`src/rtl/speicher_zugriff_pkg.sv`:
```
// ============================================================================
// speicher_zugriff_pkg : shared processor constants (access FSM states, widths)
// Revision: 1.0
// ============================================================================
`default_nettype none

package speicher_zugriff_pkg;

  typedef enum logic [2:0] {
    IDLE      = 3'd0,
    LESEN     = 3'd1,
    WARTEN    = 3'd2,
    SCHREIBEN = 3'd3,
    FERTIG    = 3'd4
  } zustand_t;

  typedef enum logic [1:0] {
    BREITE_BYTE    = 2'b00,
    BREITE_HALB    = 2'b01,
    BREITE_WORT    = 2'b10,
    BREITE_ILLEGAL = 2'b11
  } breite_t;

  localparam int unsigned LANE_BITS = 32;

  function automatic logic ist_ausgerichtet(breite_t breite, logic [1:0] adr_lo);
    case (breite)
      BREITE_BYTE: return 1'b1;
      BREITE_HALB: return ~adr_lo[0];
      BREITE_WORT: return (adr_lo == 2'b00);
      default:     return 1'b0;
    endcase
  endfunction

endpackage

`default_nettype wire

```
`src/rtl/speicher_zugriff_if.sv`:
```
// ============================================================================
// speicher_zugriff_if : request/response bus between a requester and the
//                       memory access unit
// Revision: 1.0
// ============================================================================
`default_nettype none

interface speicher_zugriff_if #(
  parameter int WORDS    = 256,
  parameter int WORDSIZE = 32
);
  localparam int AW = $clog2(WORDS) + 2;

  logic                Start;
  logic                Schreiben;
  logic [1:0]          Breite;
  logic                Vorzeichen;
  logic [AW-1:0]       Adresse;
  logic [WORDSIZE-1:0] DatenRein;
  logic                Bereit;
  logic                Fertig;
  logic                Fehler;
  logic [WORDSIZE-1:0] DatenRaus;

  modport master (
    output Start, Schreiben, Breite, Vorzeichen, Adresse, DatenRein,
    input  Bereit, Fertig, Fehler, DatenRaus
  );

  modport slave (
    input  Start, Schreiben, Breite, Vorzeichen, Adresse, DatenRein,
    output Bereit, Fertig, Fehler, DatenRaus
  );
endinterface

`default_nettype wire

```
`src/rtl/speicher_ausrichtung.sv`:
```
// ============================================================================
// speicher_ausrichtung : little-endian lane extraction/extension for loads
//                        and lane merge for sub-word stores
// Revision: 1.0
// ============================================================================
`default_nettype none

module speicher_ausrichtung
  import speicher_zugriff_pkg::*;
(
  input  breite_t     breite_i,
  input  logic        vorzeichen_i,
  input  logic [1:0]  versatz_i,
  input  logic [31:0] wort_i,
  input  logic [31:0] daten_i,
  output logic [31:0] lade_o,
  output logic [31:0] merge_o
);
  logic [4:0]  w_schieben;
  logic [31:0] w_verschoben;
  logic [31:0] w_maske;

  assign w_schieben   = {versatz_i, 3'b000};
  assign w_verschoben = wort_i >> w_schieben;

  always_comb begin
    lade_o  = wort_i;
    w_maske = 32'hFFFF_FFFF;
    case (breite_i)
      BREITE_BYTE: begin
        lade_o  = {{24{vorzeichen_i & w_verschoben[7]}}, w_verschoben[7:0]};
        w_maske = 32'h0000_00FF << w_schieben;
      end
      BREITE_HALB: begin
        lade_o  = {{16{vorzeichen_i & w_verschoben[15]}}, w_verschoben[15:0]};
        w_maske = 32'h0000_FFFF << w_schieben;
      end
      default: ;
    endcase
    // Store data arrives right-aligned; move it into the addressed lane(s).
    merge_o = (wort_i & ~w_maske) | ((daten_i << w_schieben) & w_maske);
  end

endmodule

`default_nettype wire

```
`src/rtl/speicher_zugriff.sv`:
```
// ============================================================================
// speicher_zugriff : byte/halfword/word load-store unit in front of a
//                    single-port RAM with registered read
// Revision: 1.0
// ============================================================================
`default_nettype none

module speicher_zugriff
  import speicher_zugriff_pkg::*;
#(
  parameter int WORDSIZE = 32,
  parameter int WORDS    = 256
) (
  input  logic                       Clock,
  input  logic                       Reset,
  speicher_zugriff_if.slave          bus,
  output logic                       RamSchreibenAn,
  output logic [WORDSIZE-1:0]        RamDatenRein,
  output logic [$clog2(WORDS)-1:0]   RamAdresse,
  input  logic [WORDSIZE-1:0]        RamDatenRaus
);
  localparam int AW = $clog2(WORDS) + 2;

  zustand_t            zustand_q, zustand_d;
  logic                schreiben_q, schreiben_d;
  breite_t             breite_q, breite_d;
  logic                vorzeichen_q, vorzeichen_d;
  logic [AW-1:0]       adresse_q, adresse_d;
  logic [WORDSIZE-1:0] puffer_q, puffer_d;
  logic [WORDSIZE-1:0] daten_raus_q, daten_raus_d;
  logic                fehler_q, fehler_d;

  logic [31:0]         w_lade;
  logic [31:0]         w_merge;
  logic                w_ok;

  speicher_ausrichtung u_ausrichtung (
    .breite_i     (breite_q),
    .vorzeichen_i (vorzeichen_q),
    .versatz_i    (adresse_q[1:0]),
    .wort_i       (RamDatenRaus),
    .daten_i      (puffer_q),
    .lade_o       (w_lade),
    .merge_o      (w_merge)
  );

  assign w_ok = ist_ausgerichtet(breite_t'(bus.Breite), bus.Adresse[1:0]);

  always_ff @(posedge Clock) begin
    if (Reset) begin
      zustand_q    <= IDLE;
      schreiben_q  <= 1'b0;
      breite_q     <= BREITE_BYTE;
      vorzeichen_q <= 1'b0;
      adresse_q    <= '0;
      puffer_q     <= '0;
      daten_raus_q <= '0;
      fehler_q     <= 1'b0;
    end else begin
      zustand_q    <= zustand_d;
      schreiben_q  <= schreiben_d;
      breite_q     <= breite_d;
      vorzeichen_q <= vorzeichen_d;
      adresse_q    <= adresse_d;
      puffer_q     <= puffer_d;
      daten_raus_q <= daten_raus_d;
      fehler_q     <= fehler_d;
    end
  end

  always_comb begin
    zustand_d    = zustand_q;
    schreiben_d  = schreiben_q;
    breite_d     = breite_q;
    vorzeichen_d = vorzeichen_q;
    adresse_d    = adresse_q;
    puffer_d     = puffer_q;
    daten_raus_d = daten_raus_q;
    fehler_d     = fehler_q;
    case (zustand_q)
      IDLE: begin
        if (bus.Start) begin
          schreiben_d  = bus.Schreiben;
          breite_d     = breite_t'(bus.Breite);
          vorzeichen_d = bus.Vorzeichen;
          adresse_d    = bus.Adresse;
          puffer_d     = bus.DatenRein;
          fehler_d     = ~w_ok;
          if (!w_ok)
            zustand_d = FERTIG;
          else if (bus.Schreiben && (breite_t'(bus.Breite) == BREITE_WORT))
            zustand_d = SCHREIBEN;
          else
            zustand_d = LESEN;
        end
      end
      LESEN: zustand_d = WARTEN;
      WARTEN: begin
        // Sub-word stores keep the merged word in the data buffer for the write.
        if (schreiben_q) begin
          puffer_d  = w_merge;
          zustand_d = SCHREIBEN;
        end else begin
          daten_raus_d = w_lade;
          zustand_d    = FERTIG;
        end
      end
      SCHREIBEN: zustand_d = FERTIG;
      FERTIG:    zustand_d = IDLE;
      default:   zustand_d = IDLE;
    endcase
  end

  assign RamSchreibenAn = (zustand_q == SCHREIBEN);
  assign RamDatenRein   = puffer_q;
  assign RamAdresse     = (zustand_q == IDLE) ? '0 : adresse_q[AW-1:2];

  assign bus.Bereit     = (zustand_q == IDLE);
  assign bus.Fertig     = (zustand_q == FERTIG);
  assign bus.Fehler     = (zustand_q == FERTIG) && fehler_q;
  assign bus.DatenRaus  = daten_raus_q;

endmodule

`default_nettype wire

```
`src/flat_wrapper.sv`:
```
// flat-port wrapper written by rule: the top's interface ports become plain ports
module speicher_zugriff_flat import speicher_zugriff_pkg::*;
#(
  parameter int WORDSIZE = 32,
  parameter int WORDS    = 256
)
  (Clock, Reset, RamSchreibenAn, RamDatenRein, RamAdresse, RamDatenRaus, bus_Start, bus_Schreiben, bus_Breite, bus_Vorzeichen, bus_Adresse, bus_DatenRein, bus_Bereit, bus_Fertig, bus_Fehler, bus_DatenRaus);
  speicher_zugriff_if #(.WORDS(WORDS), .WORDSIZE(WORDSIZE)) bus_i ();
  input  logic Clock;
  input  logic Reset;
  output logic RamSchreibenAn;
  output logic [WORDSIZE-1:0] RamDatenRein;
  output logic [$clog2(WORDS)-1:0] RamAdresse;
  input  logic [WORDSIZE-1:0] RamDatenRaus;
  input wire logic [$bits(bus_i.Start)-1:0] bus_Start;
  input wire logic [$bits(bus_i.Schreiben)-1:0] bus_Schreiben;
  input wire logic [$bits(bus_i.Breite)-1:0] bus_Breite;
  input wire logic [$bits(bus_i.Vorzeichen)-1:0] bus_Vorzeichen;
  input wire logic [$bits(bus_i.Adresse)-1:0] bus_Adresse;
  input wire logic [$bits(bus_i.DatenRein)-1:0] bus_DatenRein;
  output wire logic [$bits(bus_i.Bereit)-1:0] bus_Bereit;
  output wire logic [$bits(bus_i.Fertig)-1:0] bus_Fertig;
  output wire logic [$bits(bus_i.Fehler)-1:0] bus_Fehler;
  output wire logic [$bits(bus_i.DatenRaus)-1:0] bus_DatenRaus;
  assign bus_i.Start = bus_Start;
  assign bus_i.Schreiben = bus_Schreiben;
  assign bus_i.Breite = bus_Breite;
  assign bus_i.Vorzeichen = bus_Vorzeichen;
  assign bus_i.Adresse = bus_Adresse;
  assign bus_i.DatenRein = bus_DatenRein;
  assign bus_Bereit = bus_i.Bereit;
  assign bus_Fertig = bus_i.Fertig;
  assign bus_Fehler = bus_i.Fehler;
  assign bus_DatenRaus = bus_i.DatenRaus;
  speicher_zugriff #(.WORDSIZE(WORDSIZE), .WORDS(WORDS)) u_core (.Clock(Clock), .Reset(Reset), .bus(bus_i), .RamSchreibenAn(RamSchreibenAn), .RamDatenRein(RamDatenRein), .RamAdresse(RamAdresse), .RamDatenRaus(RamDatenRaus));
endmodule
```
`config.mk`:
```
export PLATFORM = sky130hd
export DESIGN_NAME = speicher_zugriff_flat
export DESIGN_NICKNAME = d
export VERILOG_FILES = /design/src/rtl/speicher_zugriff_pkg.sv /design/src/rtl/speicher_zugriff_if.sv /design/src/rtl/speicher_ausrichtung.sv /design/src/rtl/speicher_zugriff.sv /design/src/flat_wrapper.sv
export SDC_FILE = /design/constraint.sdc
export NUM_CORES = 1
export LEC_CHECK = 0
export ABC_AREA = 1
export CAP_MARGIN = 5
export CORE_MARGIN = 2
export CORE_UTILIZATION = 47
export DETAILED_ROUTE_END_ITERATION = 8
export DONT_BUFFER_PORTS = 1
export MAX_ROUTING_LAYER = met4
export SKIP_LAST_GASP = 1
export SLEW_MARGIN = 25
export SYNTH_ARGS = -nofsm -noshare
export SYNTH_HDL_FRONTEND = slang
export SYNTH_SLANG_ARGS = --single-unit
```
`constraint.sdc`:
```
create_clock -name Clock -period 1.32 [get_ports Clock]
set_input_delay 0.198 -clock Clock [delete_from_list [all_inputs] [get_ports Clock]]
set_output_delay 0.198 -clock Clock [all_outputs]
set_load 0.02 [all_outputs]
```
* Word level (Yosys, flattened, before mapping)
Index checks and enable logic that the tools add are counted.
** Cells by class
- Equal/unequal tests :: 9
- Shifts and indexed selects :: 4
- Mux-type cells :: 12
- Bitwise gates (word level) :: 9
- Reduce and logical (&&, ||, !) cells :: 10
** Operators by type and width (count)
- $pmux W32 S2 :: 3
- $and A32 B32 Y32 :: 2
- $mux W32 :: 2
- $not A32 Y32 :: 1
- $or A32 B32 Y32 :: 1
- $shl A16 B5 Y32 const A :: 1
- $shl A32 B5 Y32 :: 1
- $shl A8 B5 Y32 const A :: 1
- $shr A32 B5 Y16 :: 1
- $pmux W3 S4 :: 1
- $mux W3 :: 3
- $mux W8 :: 1
- $eq A3 B2 Y1 const B :: 2
- $logic_not A2 Y1 :: 3
- $eq A2 B1 Y1 const B :: 2
- $reduce_and A2 Y1 :: 2
- $eq A3 B1 Y1 const B :: 1
- $eq A3 B3 Y1 const B :: 1
- $logic_not A3 Y1 :: 1
- $not A1 Y1 :: 3
- $pmux W1 S3 :: 1
- $reduce_and A3 Y1 :: 1
- $and A1 B1 Y1 :: 2
- $eq A2 B2 Y1 const B :: 1
- 5 further kinds :: 6
** Storage, ports and cells
- Register bits :: 82
- Input port bits :: 81
- Output and inout bits :: 76
- Word-level logic and storage cells :: 52

* Depth between registers and ports, before layout
Gate-level depths: netlist of run 1.
- Word-level depth :: 7
- Depth in mapped cells :: 11
- Mapped depth without buffers :: 10

* By module
Synthesis of run 1 repeated with hierarchy kept, for this count alone.
** Second synthesis, totals
- Cells, all modules :: 905
- Area total of the unflattened synthesis :: 5272.6 um2
** Modules (own cells, without submodules)
- speicher_zugriff :: times used 1, cells each 544, area each 3664.8 um2, seq. area each 1641.6 um2
- speicher_ausrichtung :: times used 1, cells each 361, area each 1607.8 um2, seq. area each 0.0 um2

* Worst setup path before layout of run 1
Ideal clock, no wire load.
- Kind :: register -> output
- From :: reg u_core.zustand_q[0]
- To :: out RamAdresse[0]
- Data arrival time :: 1.218 ns
- Required time :: 1.122 ns
- Path slack :: -0.096 ns
- Cell stages (with the launch flop) :: 6
- Path buffers :: 1
- Cell sequence :: dfxtp_1 nor2_2 nand2_1 inv_2 clkbuf_1 nor2_1
** On the way
- Cells in the longest elaborated chain, start to end :: 2
** RTL lines
- start, declared :: line speicher_zugriff.sv:24 : zustand_t zustand_q, zustand_d;
- start signal, assigned :: line speicher_zugriff.sv:60 : zustand_q <= zustand_d;
- $logic_not A3 Y1
- named net bus_Bereit :: line flat_wrapper.sv:21 : output wire logic [$bits(bus_i.Bereit)-1:0] bus_Bereit;
- $mux W8 :: line speicher_zugriff.sv:116 : assign RamAdresse = (zustand_q == IDLE) ? '0 : adresse_q[AW-1:2];
- end, declared :: line flat_wrapper.sv:13 : output logic [$clog2(WORDS)-1:0] RamAdresse;
The timed path passes the listed nets, and every way through them passes these cells.

==> flow_metrics.py, run 1 <==
metrics = {
    "status": {
        "status": "complete, but fails checks",
        "violations": "hold timing, setup timing",
    },
    "timing": {
        "max_freq_mhz": 621.4,
        "holdWs_ps": -137.4,
        "slew_headroom_pct": 72.35,
        "fin_skew_ps": 12.45,
        "period_share_pct": 121.9,
        "rsz0062_at_grt": "yes",
        "drv_slew": 0,
        "setup_viol": 77,
        "setup_ws_ps": -289.3,
        "worst_slew_pin_slew_ps": 414.3,
        "final-hold-violation-count": 19,
        "final.min_clock_period_ps": 1609,
    },
    "cts": {
        "clkSinkCount": 82,
        "clockBufferDepth": 2,
        "root_buffer": "clkbuf_8",
        "cts.clk_slew.worst_paths_ps": 90,
        "insertion_delay_ps": 390,
        "cts_tree": "done",
        "cts_buffers": 9,
        "htree_num_levels": 3,
    },
    "yosys": {
        "ys_types": 33,
        "synth_top_cell_area_share_pct": 31.89,
        "ys_top_cells_by_area": "dfxtp_1, nand2_1, inv_1",
        "synth_area_leader_cell": "dfxtp_1",
        "ys_warn_count": 0,
        "synth.most_common_cell": "nand2_1",
        "synthesis.area_sq_um": 5147,
        "synth_edf_count": 0,
        "yosys-top-cells-count": "nand2_1, inv_1, dfxtp_1",
        "synth.avg_cell_area_sq_um": 6.092,
        "synthFlopType": "dfxtp_1",
        "syn_inst": 845,
        "synth_fp_nets": 926,
        "ys_seq_area_share_pct": 31.89,
        "ys_async_sr_fraction_pct": 0,
        "ys_ff_latch": 82,
    },
    "worst_setup_path": {
        "crit_path_end_kind": "flop",
        "worstPathArrival_ps": 1900,
        "cp.required_ps": 1610,
        "cp-start-kind": "flop",
        "cp.depth": 12,
        "critPathBufInv": 6,
        "path_cells": "buf_6 -> nor2_4 -> buf_6 -> inv_2 -> nor2_4 -> nand2_4 -> nand2_8 -> buf_6 -> buf_12 -> a21oi_2 -> nand2_1 -> inv_1",
        "cpMaxStageDelayCell": "dfxtp_2",
        "critPathMaxFanout": 6,
        "crit_type": "flop to flop",
        "cp_slowest_stage_delay_ps": 340,
        "path_common_cell": "buf_6",
        "crit_family": "buffers and inverters",
        "reg2regPathDepth": 12,
    },
    "final_layout": {
        "design_area_sq_um": 7863,
        "antenna_cells": 0,
        "syn2layout_area_growth_pct": 52.75,
        "final_util_pct": 73.17,
        "area.sequential_sq_um": 1653,
        "fillers": 867,
        "drive_above_1_share_pct": 37.02,
        "multi_input_area_sq_um": 3590,
        "nNetsFinal": 1043,
    },
    "worst_hold_path": {
        "min_path_type": "primary input to flop",
        "holdPathStages": 1,
    },
    "global_routing": {
        "grt-ovfl-total": 0,
        "grt_pass1_wl_mm": 30.67,
        "grt_max_degree": 48,
        "grt_use_total_pct": 35.20,
        "first_global_vias": 5906,
        "antenna_found_initial": 0,
    },
    "drt": {
        "via_per_inst": 5.519,
        "wl_per_cell_um": 18.85,
        "ant_nets": 0,
        "route.detailed.drc": 0,
        "drtIter0Drc": 535,
        "dr_total_vias": 6110,
        "first_pass_iters": 6,
        "drt-total-wl_mm": 20.86,
    },
    "place": {
        "dp_hpwl_mm": 13.39,
        "place_area_sq_um": 5852,
        "place_ws_ps": -241.3,
        "gp_congestion": 0.9457,
        "io_buffers": 0,
    },
    "power": {
        "p_leak_nw": 3.726,
        "peakVddDrop_mv": 0.7545,
        "power_density_nw_per_um2": 1083,
    },
    "floorplanning": {
        "initial_core_util_pct": 47.90,
        "io_pins": 157,
        "die_area_sq_um": 11800,
        "rows": 38,
        "fp.dieW_um": 108.7,
        "coreArea_sq_um": 10750,
        "die_height_um": 108.7,
    },
    "flow_run": {
        "maxCapViolCount": 0,
    },
}
==> placed cells by master, fill, tap and decap left out, types with 22 or more instances in the layout <==
cell,n
buf_6,33
nand3_1,48
a21oi_2,39
a21oi_1,26
nand2_1,231
nand3_2,28
nor2_1,46
o21ai_2,26
o21ai_1,23
inv_1,103
o21a_1,22
nand2_4,23
buf_4,89
dfxtp_1,77
==> worst paths after layout <==
path                             from                      to  slack [ps]
setup / recovery  u_core.adresse_q[0]                    flop        -290
hold / removal                  Reset  u_core.RamDatenRein[1]        -140
setup reg to reg  u_core.adresse_q[0]                    flop        -290
hold reg to reg   u_core.adresse_q[4]     u_core.adresse_q[4]         460
==> final cells by class <==
| class | count | area share, % |
|---|---|---|
| clock buffers | 11 | 1.926 |
| clock inverters | 5 | 1.082 |
| inverters | 116 | 5.856 |
| multi-input cells | 596 | 45.66 |
| flip-flops and latches | 82 | 21.02 |
| well taps | 140 | 2.228 |
| repair buffers | 155 | 22.10 |
| repair inverters | 2 | 0.1273 |
==> metrics by stage <==
| stage | hold WS, ps | std cells | power, mW | setup TNS [ps] |
|---|---|---|---|---|
| 6_report | -137.4 | 1107 | 8.511 | -15620 |
| 3_5_place_dp | 270.7 | 1034 | 5.246 | -9532 |
| 4_1_cts | -134.9 | 1103 | 8.114 | -12540 |
| 2_1_floorplan | 362.4 | 845 | 4.460 | 0 |
| 3_3_place_gp | 268.5 | 1034 | 5.207 | -8071 |
| 5_1_grt | -147.6 | 1107 | 8.881 | -20420 |
==> metal layers <==
metal | routed length, um | share of wire [%] | vias to the layer above | GRT usage (%)
met5 | 0 | 0 | - | -
met4 | 950 | 4.6 | 0 | 15.66
met3 | 1762 | 8.4 | 79 | 9.504
met2 | 9909 | 47 | 296 | 55.54
met1 | 8241 | 40 | 2827 | 42.14
li1 | - | - | 2908 | -
==> cell families after synthesis <==
family / synth area share [%]
compound gates: 17.60
buf+inv: 14.41
flops: 31.89
simple gates: 36.10
==> power breakdown <==
| part | internal, mW | switching [mW] |
|---|---|---|
| clock | 1.18 | 1.06 |
| combinational | 1.43 | 1.91 |
| sequential | 2.69 | 0.249 |
| total | 5.29 | 3.22 |
==> repair_timing <==
| action | 4_1_cts | 5_1_grt |
|---|---|---|
| resized for setup | 181 | 130 |
| setup buffers | 38 | 6 |
| hold endpoints to repair | 18 | 18 |
| pin swaps | 44 | 44 |
| hold buffers | 1 | 1 |
| endpoints found under the setup margin | 77 | 92 |
| gates cloned | 17 | 2 |
(Power assumes the default switching activity.)
==> run 2, diff against run 1 <==
==> constraint.sdc (replaced) <==
create_clock -name Clock -period 1.32 [get_ports Clock]
set_input_delay 0.198 -clock Clock [delete_from_list [all_inputs] [get_ports Clock]]
set_output_delay 0.198 -clock Clock [all_outputs]
set_load 0.005 [all_outputs]
==> flow_metrics.py, run 2 (synthesized netlist as in run 1, its figures left out) <==
metrics = {
    "cts": {
        "cts_tree": "done",
        "clkSinkCount": 82,
        "postCtsHoldBufs": 4,
        "htree_num_levels": 3,
        "insertion_delay_ps": 400,
        "cts.clk_slew.worst_paths_ps": 100,
        "cts_buffers": 9,
        "root_buffer": "clkbuf_8",
        "clockBufferDepth": 2,
    },
    "worst_setup_path": {
        "crit_type": "flop to flop",
        "crit_path_end_kind": "flop",
        "critPathMaxFanout": 23,
        "cp.required_ps": 1610,
        "startpoint": "u_core.zustand_q[0]",
        "worstPathArrival_ps": 1820,
        "reg2reg_from": "u_core.zustand_q[0]",
        "cp-start-kind": "flop",
    },
    "floorplanning": {
        "rows": 38,
        "coreArea_sq_um": 10750,
        "fp.dieW_um": 108.7,
        "die_height_um": 108.7,
        "die_area_sq_um": 11800,
        "io_pins": 157,
        "initial_core_util_pct": 47.90,
    },
    "global_routing": {
        "grt_use_total_pct": 32.03,
        "grt_pass1_wl_mm": 27.78,
        "antenna_found_initial": 0,
        "grt_max_degree": 46,
        "first_global_vias": 5247,
        "grt-ovfl-total": 0,
    },
    "timing": {
        "fin_skew_ps": 22.56,
        "setup_ws_ps": -210.3,
        "setup_viol": 76,
        "period_share_pct": 115.9,
        "holdWs_ps": -161.3,
        "final.min_clock_period_ps": 1530,
        "max_freq_mhz": 653.5,
        "drv_slew": 0,
        "final-hold-violation-count": 21,
        "worst_slew_pin_slew_ps": 368.4,
        "slew_headroom_pct": 75.41,
        "rsz0062_at_grt": "yes",
    },
    "drt": {
        "via_per_inst": 5.500,
        "first_pass_iters": 5,
        "dr_total_vias": 5737,
        "ant_nets": 0,
        "drt-total-wl_mm": 19.12,
        "drtIter0Drc": 394,
        "wl_per_cell_um": 18.33,
        "route.detailed.drc": 0,
    },
    "final_layout": {
        "design_area_sq_um": 6848,
        "antenna_cells": 0,
        "fillers": 1022,
        "syn2layout_area_growth_pct": 33.03,
        "layout_commonest_cell": "nand2_1",
        "nNetsFinal": 980,
        "area.sequential_sq_um": 1655,
        "drive_above_1_share_pct": 26.58,
        "mostFrequentLayoutCells": "nand2_1, inv_1, dfxtp_1, nand3_1, nor2_1",
        "multi_input_area_sq_um": 3287,
    },
    "status": {
        "status": "complete, but fails checks",
        "violations": "hold timing, setup timing",
    },
    "power": {
        "p_sw_mw": 2.801,
        "p_leak_nw": 3.252,
        "clockPowerShare_pct": 23.7,
        "pwr-share-comb_pct": 36.3,
        "finalPower_mw": 7.291,
        "power_density_nw_per_um2": 1065,
        "peakVddDrop_mv": 0.6235,
        "internal_power_mw": 4.490,
        "seq_power_share_pct": 40.0,
        "p_sw_share_pct": 38.42,
    },
    "worst_hold_path": {
        "min_path_type": "primary input to flop",
        "hp-start": "Reset",
    },
    "place": {
        "place_area_sq_um": 5614,
        "gp_congestion": 0.9264,
        "dp_hpwl_mm": 13.05,
        "io_buffers": 0,
    },
    "flow_run": {
        "maxCapViolCount": 0,
    },
}
[run 2: cell type report]
| class | instances | area share (%) |
|---|---|---|
| multi-input combinational | 596 | 48.00 |
| timing repair buffer | 93 | 16.13 |
| sequential | 82 | 24.17 |
| tap | 140 | 2.558 |
| inverter | 116 | 6.614 |
| clock inverter | 6 | 0.6212 |
| timing repair inverter | 1 | 0.09136 |
| clock buffer | 9 | 1.809 |
[run 2: power by group through the flow]
stage	clock network [mW]	logic [mW]	registers, mW
3_5_place_dp	0	1.97	2.95
4_1_cts	1.71	2.39	2.91
2_1_floorplan	0	1.37	2.89
6_report	1.73	2.65	2.92
5_1_grt	1.83	2.89	2.95
3_3_place_gp	0	1.94	2.94
[run 2: worst paths after layout]
check,end,slack (ps),cells past startpoint
max,u_core.bus.DatenRaus[10],-210,9
min,u_core.RamDatenRein[3],-160,1
max reg2reg,u_core.bus.DatenRaus[10],-210,9
min reg2reg,u_core.adresse_q[7],450,2
[run 2: per-stage QoR]
stage	TNS, ps	worst slack, ps	std cells	util, %	hold slack [ps]
finish	-8116	-210.3	1043	63.73	-161.3
global route	-13870	-261.4	1043	63.73	-160.8
CTS	-6462	-135.9	1034	59.85	-146.2
detailed placement	-8192	-203.5	994	52.25	271.2
global placement	-6988	-196.0	994	52.25	270.2
floorplan	0	1.534	845	-	362.4
[run 2: critical path, stage by stage, from the launching register on]
cell and delay, ps:
dfxtp_2 350, nor2_4 120, nand2_2 100, buf_12 140, nor2_4 120, buf_4 140, buf_12 150, nand2_1 80
nor2_1 140, nor2_1 60
[run 2: routing by layer]
metal | wire length, um | up-vias | GRT usage [%]
met5 | 0 | - | -
met4 | 444 | 0 | 9.799
met3 | 1231 | 33 | 7.292
met2 | 9419 | 203 | 52.99
met1 | 8027 | 2726 | 38.91
li1 | - | 2775 | -
[run 2: what timing repair did]
item | 4_1_cts | 5_1_grt
cloned | 4 | 7
hold endpoints to repair | 21 | 17
setup endpoints to repair | 76 | 90
resized for setup | 101 | 102
pin swaps | 27 | 18
setup buffers | 18 | 6
